**config.mk**
```make
export PLATFORM = sky130hd
export DESIGN_NAME = lfsr32
export DESIGN_NICKNAME = d
export VERILOG_FILES = /design/src/rtl/logic_chk_pkg.sv /design/src/rtl/lfsr32.sv
export SDC_FILE = /design/constraint.sdc
export NUM_CORES = 1
export LEC_CHECK = 0
export ABC_AREA = 1
export ABC_CLOCK_PERIOD_IN_PS = 1000
export CAP_MARGIN = 40
export CORE_ASPECT_RATIO = 1.4
export CORE_MARGIN = 10
export CORE_UTILIZATION = 38
export CTS_CLUSTER_SIZE = 28
export DETAILED_ROUTE_END_ITERATION = 8
export PLACE_DENSITY = 0.75
export RECOVER_POWER = 50
export SETUP_SLACK_MARGIN = 0.15
export SYNTH_ARGS = -nofsm -noshare
export SYNTH_HDL_FRONTEND = slang
export SYNTH_SLANG_ARGS = --single-unit
export TNS_END_PERCENT = 5
```
**constraint.sdc**
```tcl
create_clock -name clock -period 1 [get_ports clock]
set_input_delay 0.15 -clock clock [delete_from_list [all_inputs] [get_ports clock]]
set_output_delay 0.15 -clock clock [all_outputs]
set_load 0.01 [all_outputs]
```
**src/rtl/logic_chk_pkg.sv**
```systemverilog
// logic_chk_pkg: operation codes, checker FSM states and golden helpers for logic_vec_checker harnesses.
// Latency: not applicable (declarations only).
// Backpressure: not applicable.
//
// Contents:
//   OP_*        operation codes selecting the golden function
//   chk_state_t checker FSM state encoding
//   LFSR_POLY   toggle mask of the 32-bit right-shifting Galois LFSR
//   logic_ref   golden two-input bitwise result, 32 bits wide (callers truncate)
//   lfsr_next   one LFSR step
package logic_chk_pkg;

  localparam int OP_AND  = 0;
  localparam int OP_OR   = 1;
  localparam int OP_XOR  = 2;
  localparam int OP_XNOR = 3;
  localparam int OP_NAND = 4;
  localparam int OP_NOR  = 5;

  typedef enum logic [1:0] {
    ST_IDLE  = 2'd0,
    ST_DRIVE = 2'd1,
    ST_DRAIN = 2'd2,
    ST_DONE  = 2'd3
  } chk_state_t;

  localparam logic [31:0] LFSR_POLY = 32'h8020_0003;

  // Unknown op codes yield zero so a bad OP shows up as mismatches rather than silently passing.
  function automatic logic [31:0] logic_ref(input int op, input logic [31:0] a, input logic [31:0] b);
    logic [31:0] r;
    case (op)
      OP_AND:  r = a & b;
      OP_OR:   r = a | b;
      OP_XOR:  r = a ^ b;
      OP_XNOR: r = ~(a ^ b);
      OP_NAND: r = ~(a & b);
      OP_NOR:  r = ~(a | b);
      default: r = 32'h0;
    endcase
    return r;
  endfunction

  // Right-shifting Galois form: the bit shifted out decides whether the mask is applied.
  function automatic logic [31:0] lfsr_next(input logic [31:0] s);
    return {1'b0, s[31:1]} ^ (s[0] ? LFSR_POLY : 32'h0);
  endfunction

endpackage

```
**src/rtl/lfsr32.sv**
```systemverilog
// lfsr32: 32-bit Galois LFSR operand generator with synchronous reload.
// Latency: q reflects load/step one cycle after they are sampled.
// Backpressure: none; advances only when step is high, load takes priority over step.
//
// Ports:
//   clock  rising-edge clock
//   reset  asynchronous active-low reset, loads RESET_SEED
//   load   reload q with seed this cycle
//   seed   value loaded on load
//   step   advance one LFSR step this cycle
//   q      current LFSR state
module lfsr32
  import logic_chk_pkg::*;
#(
  parameter logic [31:0] RESET_SEED = 32'hACE1_0001
) (
  input  logic        clock,
  input  logic        reset,
  input  logic        load,
  input  logic [31:0] seed,
  input  logic        step,
  output logic [31:0] q
);

  always_ff @(posedge clock or negedge reset) begin
    if (!reset) begin
      q <= RESET_SEED;
    end else if (load) begin
      q <= seed;
    end else if (step) begin
      q <= lfsr_next(q);
    end
  end

endmodule

```
* Word level (Yosys, flattened, before mapping) *
Cells that the tools add are included.

word-level totals
  register bits = 32
  bits of input ports = 36
  output and inout port bits = 32
  word-level logic and storage cells = 6

cells by class
  muxes and demuxes = 3
  bitwise operators = 1
  reduce and logical (&&, ||, !) cells = 1

operator list
  kind               count
  $mux 32            3
  $xor 31x32->32     1
  $reduce_bool 2->1  1

* Depth between registers and ports, before layout *
Gate-level depths: netlist of run 1.

  word-level depth = 4
  depth in mapped cells = 6
  gate-level depth less buffers = 4

* Worst setup path before layout of run 1 *
Ideal clock, no wire load.

  path kind = reg-to-reg
  start = register q[0]
  end = register q[21]
  setup time = 0.060 ns
  arrival = 0.830 ns
  data required time = 0.940 ns
  slack = 0.109 ns
  stages on the path, launching flop included = 5
  clock period less this slack = 0.891 ns
  cells stage by stage = dfstp_2 -> inv_1 -> nand2_1 -> nand3_1 -> nand2_1

between the ends
  cells in the longest elaborated chain, start to end = 4

RTL lines
  what                    line                 RTL
  from (decl)             lfsr32.sv:22         output logic [31:0] q
  from (signal assigned)  lfsr32.sv:31         q <= lfsr_next(q);
  $mux 32                 logic_chk_pkg.sv:46  return {1'b0, s[31:1]} ^ (s[0] ? LFSR_POLY : 32'h0);
  $xor 31x32->32          logic_chk_pkg.sv:46
  $mux 32                 lfsr32.sv:30         end else if (step) begin
  $mux 32                 lfsr32.sv:28         end else if (load) begin

No other way between the ends. The select of a mux whose other input is x is not followed.
A chain may end at the register's enable or synchronous reset.

* Worst setup path after layout of run 1 *
  start = register q[0]
  end = output q[0]

No word-level cell between the ends.

==> reports/results.md, run 1 <==
• **run status** finished with violations
• **failing checks** setup timing
• **num ports** 68
• **post-DR wirelength/cell** 14.29 microns
• **area fraction in and, or, nand and nor cells after synthesis** 37.80%
• **nets in the synthesized netlist** 222
• **post-detailed-route via-to-cell ratio** 4.812
• **height of the chip** 93.50 microns
• **dominant combinational cell family by area after synthesis** simple AND/OR/NAND/NOR gates
• **category of cells accounting for the largest share of critical-path delay** flip-flops
• **initial core utilization** 39.89%
• **critical path endpoint category** primary output
• **area of combinational cells with multiple inputs** 574.3 sq um
• **largest registers** q (32)
• **Die W** 72.50 microns
• **Layout Cells excl Fill** 330
• **number of distinct library cell variants in the gate-level netlist after synthesis** 11
• **aggregate global routing overflow** 0
• **total CTS buffers** 5
• **final WL** 4.715 mm
• **synthesized area divided by synthesized cell count** 7.884 sq um
• **worst skew pair latency** 0.29 ns
• **# rows** 26
• **Cell Chain, Critical Path** buf_6
• **Reg clk slew, reported paths** 0.07 ns
• **DRC marker count from the first detailed-route iteration** 229
• **clock tree from TritonCTS** done
• **first-pass GRT wire length** 7.631 mm
• **worst reg2reg path startpoint** q[0]
• **largest register by flop count** q
• **Nets** 323
• **final hold violations** 0
• **Setup Skew** 0.001308 ns
• **count of antenna-violating nets left after detailed routing** 0
• **max-cap check violation count** 0
• **mux contribution to synthesized area** 0%
• **Sinks on Clock Net** 32
• **sequential-to-total area share from yosys stat** 55.38%
• **cell accounting for the most synthesized area** sky130_fd_sc_hd__dfrtp_1
• **synthesized-area fraction occupied by adder cells** 0%
• **Leakage Power** 1.260 nW
• **number of global-route vias before repair** 1633
• **total number of yosys warnings** 0
• **number of cells produced by synthesis** 186
• **1st-pass router iterations** 4
• **combined global-route utilization of all metal layers** 14.12%
• **worst slack at placement** -0.3259 ns
• **highest cell delay on the worst timing path** 0.55 ns
• **number of port buffers** 67
• **final RePlAce weighted congestion** 0.7902
• **Worst Min Path Start** seed[16]
• **CP Data Arrival Time** 0.94 ns
• **total via count after detailed routing** 1588
• **maximum number of pins on one net before global-route repair** 33
• **count of fill cells added during filler insertion** 311
• **top area cells in the synthesized netlist** sky130_fd_sc_hd__dfrtp_1 (39%), sky130_fd_sc_hd__nand2_1 (25%), sky130_fd_sc_hd__dfstp_2 (16%)
• **Area growth syn-to-layout** 69.37%
• **crit path from** q[0]
• **Die ar.** 6779 sq um
• **HPWL after DPL** 3.334 mm
• **maximum level of the CTS H-tree** 2
• **Final Max Slew Viols** 0
• **CP Max Fanout** 2
• **core box area** 3676 sq um
• **depth of the worst register-to-register path** 5
• **ys async rst share** 100.0%
• **number of buffers and inverters on the critical path** 1
• **post-layout minimum cycle time** 1.094 ns
• **largest vdd supply drop** 1.215 mV
• **cell at the root of the clock tree** sky130_fd_sc_hd__clkbuf_8
• **worst hold slack** 0.3975 ns
• **critical path startpoint category** register
• **final setup vio count** 12
• **Setup Crit Path Kind** reg2out
• **Min-Delay Path Depth** 3
• **Yosys top cell area share** 39.25%
• **classification of the worst-slack hold path** in2reg
• **hold endpoint** q[16]
• **placed cells** 322
• **number of storage elements in the synthesis netlist** 32
• **Final period util** 109.4%
• **Worst Setup Slack, final** -0.09401 ns
• **count of flip-flops with a built-in enable after synthesis** 0
• **antenna violations before repair** 0
• **flip-flop and latch area** 812.0 sq um
• **maximum count of clock buffers along a single path** 2
• **area fraction in compound gates after synthesis** 1.024%
• **buffers inserted by post-CTS timing repair** 0
• **number of buffers inserted for hold repair after clock tree synthesis** 0
• **RSZ-0062 raised after global routing** true
• **antenna diode count** 0
• **fraction of synthesized cell area in xor and xnor cells** 0%
• **ratio of cells with drive above 1 in the final layout** 30.90%
• **leading cell types by count after synthesis** sky130_fd_sc_hd__nand2_1 (99), sky130_fd_sc_hd__nand3_1 (32), sky130_fd_sc_hd__dfrtp_1 (23), sky130_fd_sc_hd__dfstp_2 (9), sky130_fd_sc_hd__inv_1 (7)
• **relative slew slack** 43.96%
• **Critical Path Slowest Stage Cell** sky130_fd_sc_hd__dfstp_2
• **most frequent cell after synthesis** sky130_fd_sc_hd__nand2_1
• **Reg2Reg Capture Point** q[21]
• **post-synthesis cell area** 1466 sq um
• **data required time at the worst endpoint** 0.85 ns
• **max reg flops** 32
• **transition time of the tightest slew-check pin** 0.8405 ns
• **Residual DRC** 0
• **top_reg_cell synth** sky130_fd_sc_hd__dfrtp_1
• **maximum clock frequency** 0.9141 GHz
• **Total Neg Setup Slack** -0.8049 ns
• **P per Cell Area** 1467 nW/um^2
• **register-to-register path setup slack** -0.04 ns
[layout by cell type, fill, tap and decap left out, types with 6 or more instances in the layout]
cell type	count
sky130_fd_sc_hd__buf_2	14
sky130_fd_sc_hd__buf_4	31
sky130_fd_sc_hd__buf_6	18
sky130_fd_sc_hd__clkbuf_8	7
sky130_fd_sc_hd__clkdlybuf4s50_1	33
sky130_fd_sc_hd__dfrtp_1	23
sky130_fd_sc_hd__dfstp_2	9
sky130_fd_sc_hd__inv_1	6
sky130_fd_sc_hd__nand2_1	99
sky130_fd_sc_hd__nand3_1	31
[how the worst max path moves through the flow]
| stage | endpoint | depth (start not counted) |
|---|---|---|
| 2_1_floorplan | q[1] | 3 |
| 3_3_place_gp | q[1] | 5 |
| 3_5_place_dp | q[1] | 5 |
| 4_1_cts | q[0] | 1 |
| 5_1_grt | q[0] | 1 |
| 6_report | q[0] | 1 |
[where the power goes]
part           leakage [nW]  internal [W]  total [W]  switching, W
clock network        0.0515      0.000628    0.00111      0.000481
logic                 0.833      0.000560   0.000986      0.000426
registers             0.375       0.00146    0.00155     0.0000877
[layout make-up]
type                            instances  share of cell area [%]
Timing Repair Buffer                  104                   36.83
Sequential cell                        32                   32.70
Multi-Input combinational cell        136                   23.12
Clock buffer                            8                   4.030
Tap cell                               42                   2.116
Inverter                                8                   1.209
[cells by family after synthesis]
group	count (synthesis)
AND/OR/NAND/NOR	133
flip-flops	32
buffers and inverters	18
AO/OA/AOI/OAI	3
[routing by layer]
| metal | part of all wire (%) | global-route usage [%] |
|---|---|---|
| met3 | 6.5 | 5.397 |
| met2 | 50 | 22.66 |
| met5 | 0 | 0 |
| met1 | 39 | 16.04 |
| met4 | 4.3 | 6.667 |
[what timing repair did]
item | 4_1_cts | 5_1_grt
setup endpoints to repair | 64 | 45
pin swaps | 0 | 5
gates cloned | 0 | 0
resized for setup | 146 | 3
[per-stage QoR]
stage	area (sq um)	total power, W	utilization, %
after floorplan	1466	0.001874	-
after global placement	2450	0.002586	66.64
after detailed placement	2450	0.002606	66.64
after CTS	2487	0.003679	67.67
after global routing	2484	0.003830	67.56
final	2484	0.003643	67.56
No activity file was read; power rests on OpenSTA's default activity.
==> inputs of run 2 (changes only) <==
--- a/config.mk
+++ b/config.mk
@@ -6,14 +6,13 @@
 export NUM_CORES = 1
 export LEC_CHECK = 0
 export ABC_AREA = 1
-export ABC_CLOCK_PERIOD_IN_PS = 1000
+export ABC_CLOCK_PERIOD_IN_PS = 1030
 export CAP_MARGIN = 40
 export CORE_ASPECT_RATIO = 1.4
 export CORE_MARGIN = 10
-export CORE_UTILIZATION = 38
-export CTS_CLUSTER_SIZE = 28
+export CORE_UTILIZATION = 41
 export DETAILED_ROUTE_END_ITERATION = 8
-export PLACE_DENSITY = 0.75
+export PLACE_DENSITY = 0.8
 export RECOVER_POWER = 50
 export SETUP_SLACK_MARGIN = 0.15
 export SYNTH_ARGS = -nofsm -noshare
==> constraint.sdc (replaced) <==
create_clock -name clock -period 1.03 [get_ports clock]
set_input_delay 0.1545 -clock clock [delete_from_list [all_inputs] [get_ports clock]]
set_output_delay 0.1545 -clock clock [all_outputs]
set_load 0.01 [all_outputs]
==> reports/results.md, run 2 (synthesis results as in run 1) <==
• **number of buffers and inverters on the critical path** 1
• **antenna diode count** 0
• **fin util** 72.44%
• **max reg flops** 32
• **Area growth syn-to-layout** 68.43%
• **Setup Skew** 0.005039 ns
• **number of global-route vias before repair** 1694
• **num ports** 68
• **most common library cell in the layout ignoring fill and taps** sky130_fd_sc_hd__nand2_1
• **initial core utilization** 43.01%
• **antenna violations before repair** 0
• **Leakage Power** 1.255 nW
• **largest registers** q (32)
• **Residual DRC** 0
• **total via count after detailed routing** 1560
• **Setup Crit Path Kind** reg2out
• **Cell Chain, Critical Path** buf_6
• **Power, Total** 0.003609 W
• **post-DR wirelength/cell** 13.66 microns
• **first-pass GRT wire length** 7.893 mm
• **critical path startpoint category** register
• **count of fill cells added during filler insertion** 269
• **1st-pass router iterations** 4
• **failing checks** setup timing
• **Sinks on Clock Net** 32
• **Critical Path Slowest Stage Cell** sky130_fd_sc_hd__dfstp_2
• **post-detailed-route via-to-cell ratio** 4.771
• **largest vdd supply drop** 1.218 mV
• **maximum number of pins on one net before global-route repair** 33
• **height of the chip** 90.76 microns
• **Nets** 322
• **cell at the root of the clock tree** sky130_fd_sc_hd__clkbuf_8
• **transition time of the tightest slew-check pin** 0.7976 ns
• **run status** finished with violations
• **top library cells by usage in the layout, fill and taps aside** sky130_fd_sc_hd__nand2_1 (99), sky130_fd_sc_hd__clkdlybuf4s50_1 (33), sky130_fd_sc_hd__nand3_1 (32)
• **Final period util** 105.4%
• **met3 wirelength from detailed routing** 221 microns
• **count of antenna-violating nets left after detailed routing** 0
• **number of port buffers** 67
• **Die W** 70.55 microns
• **worst skew pair latency** 0.28 ns
• **P per Cell Area** 1461 nW/um^2
• **critical path endpoint category** primary output
• **maximum count of clock buffers along a single path** 2
• **flip-flop and latch area** 812.0 sq um
• **maximum level of the CTS H-tree** 2
• **final RePlAce weighted congestion** 0.7741
• **post-layout minimum cycle time** 1.085 ns
• **relative slew slack** 46.83%
• **Worst Setup Slack, final** -0.05516 ns
• **max-cap check violation count** 0
• **largest register by flop count** q
• **HPWL after DPL** 3.294 mm
• **final hold violations** 0
• **CP Data Arrival Time** 0.93 ns
• **aggregate global routing overflow** 0
• **highest cell delay on the worst timing path** 0.55 ns
• **CP Max Fanout** 2
• **final WL** 4.466 mm
• **category of cells accounting for the largest share of critical-path delay** flip-flops
• **Final Max Slew Viols** 0
• **data required time at the worst endpoint** 0.88 ns
• **combined global-route utilization of all metal layers** 14.80%
• **Die ar.** 6403 sq um
• **classification of the worst-slack hold path** in2reg
• **maximum clock frequency** 0.9215 GHz
• **final setup vio count** 9
• **ratio of cells with drive above 1 in the final layout** 30.66%
• **DRC marker count from the first detailed-route iteration** 110
• **# rows** 25
• **clock tree from TritonCTS** done
• **top routing layer in use** met4
• **Total Neg Setup Slack** -0.4098 ns
• **area of combinational cells with multiple inputs** 569.3 sq um
• **core box area** 3410 sq um
• **total CTS buffers** 5
• **Reg clk slew, reported paths** 0.06 ns
• **length of routed met2 wiring** 2.388 mm
• **RSZ-0062 raised after global routing** true
• **met1 routed wirelength after detailed routing** 1.806 mm
==> run 2: cell types whose count changed in the layout (fill, tap and decap cells not counted), sizes merged <==
cell    change
bufinv      +1
buf         -1
clkinv      +1
clkbuf      -2
==> run 2: power by group <==
group	internal, W	switching, W
clock network	0.000717	0.000455
registers	0.00142	0.0000840
logic	0.000536	0.000400
==> run 2: routing by layer <==
| layer | track usage (%) | vias to the layer above |
|---|---|---|
| met2 | 26.28 | 48 |
| met3 | 4.290 | 4 |
| met5 | 0 | - |
| li1 | - | 782 |
| met4 | 5.825 | 0 |
| met1 | 15.81 | 726 |
==> run 2: repair_timing <==
action | 4_1_cts | 5_1_grt
hold endpoints to repair | 0 | 0
hold buffers | 0 | 0
pin swaps | 0 | 1
gates resized for setup | 146 | 3
setup buffers | 0 | 0
setup endpoints to repair | 64 | 38
==> run 2: area by class of cell <==
cell class / count / share of cell area (%)
Tap cell: 40 / 2.026
Inverter: 8 / 1.216
Multi-Input combinational cell: 136 / 23.05
Sequential cell: 32 / 32.88
Clock inverter: 2 / 1.418
Clock buffer: 6 / 2.938
Timing Repair Buffer: 103 / 36.47
==> run 2: metrics by stage <==
stage | worst slack, ns | cell area (sq um) | hold WS, ns | instances
detailed placement | -0.3268 | 2440 | 0.5195 | 319
CTS | -0.07194 | 2479 | 0.2367 | 327
floorplan | 0.1508 | 1466 | -0.1411 | 186
global route | -0.09835 | 2470 | 0.4223 | 327
global placement | -0.2742 | 2440 | 0.5084 | 319
finish | -0.05516 | 2470 | 0.4091 | 327
==> run 2: path summary, 6_finish.rpt <==
kind / from / to / slack, ns / cells after the start
max: q[26] / q[26] / -0.06 / 1
min: seed[26] / q[26] / 0.41 / 3
max reg2reg: q[0] / q[21] / 0.05 / 5
min reg2reg: q[17] / q[16] / 0.54 / 2
max in group asynchronous: reset / q[15] / 0.11 / 2
min in group asynchronous: reset / q[30] / 0.42 / 2
==> inputs of run 3 (changes only) <==
--- a/config.mk
+++ b/config.mk
@@ -7,7 +7,6 @@
 export LEC_CHECK = 0
 export ABC_AREA = 1
 export ABC_CLOCK_PERIOD_IN_PS = 1030
-export CAP_MARGIN = 40
 export CORE_ASPECT_RATIO = 1.4
 export CORE_MARGIN = 10
 export CORE_UTILIZATION = 41
==> results of run 3 <==
Same layout as run 2: the final DEF is identical, and so are final timing and power.
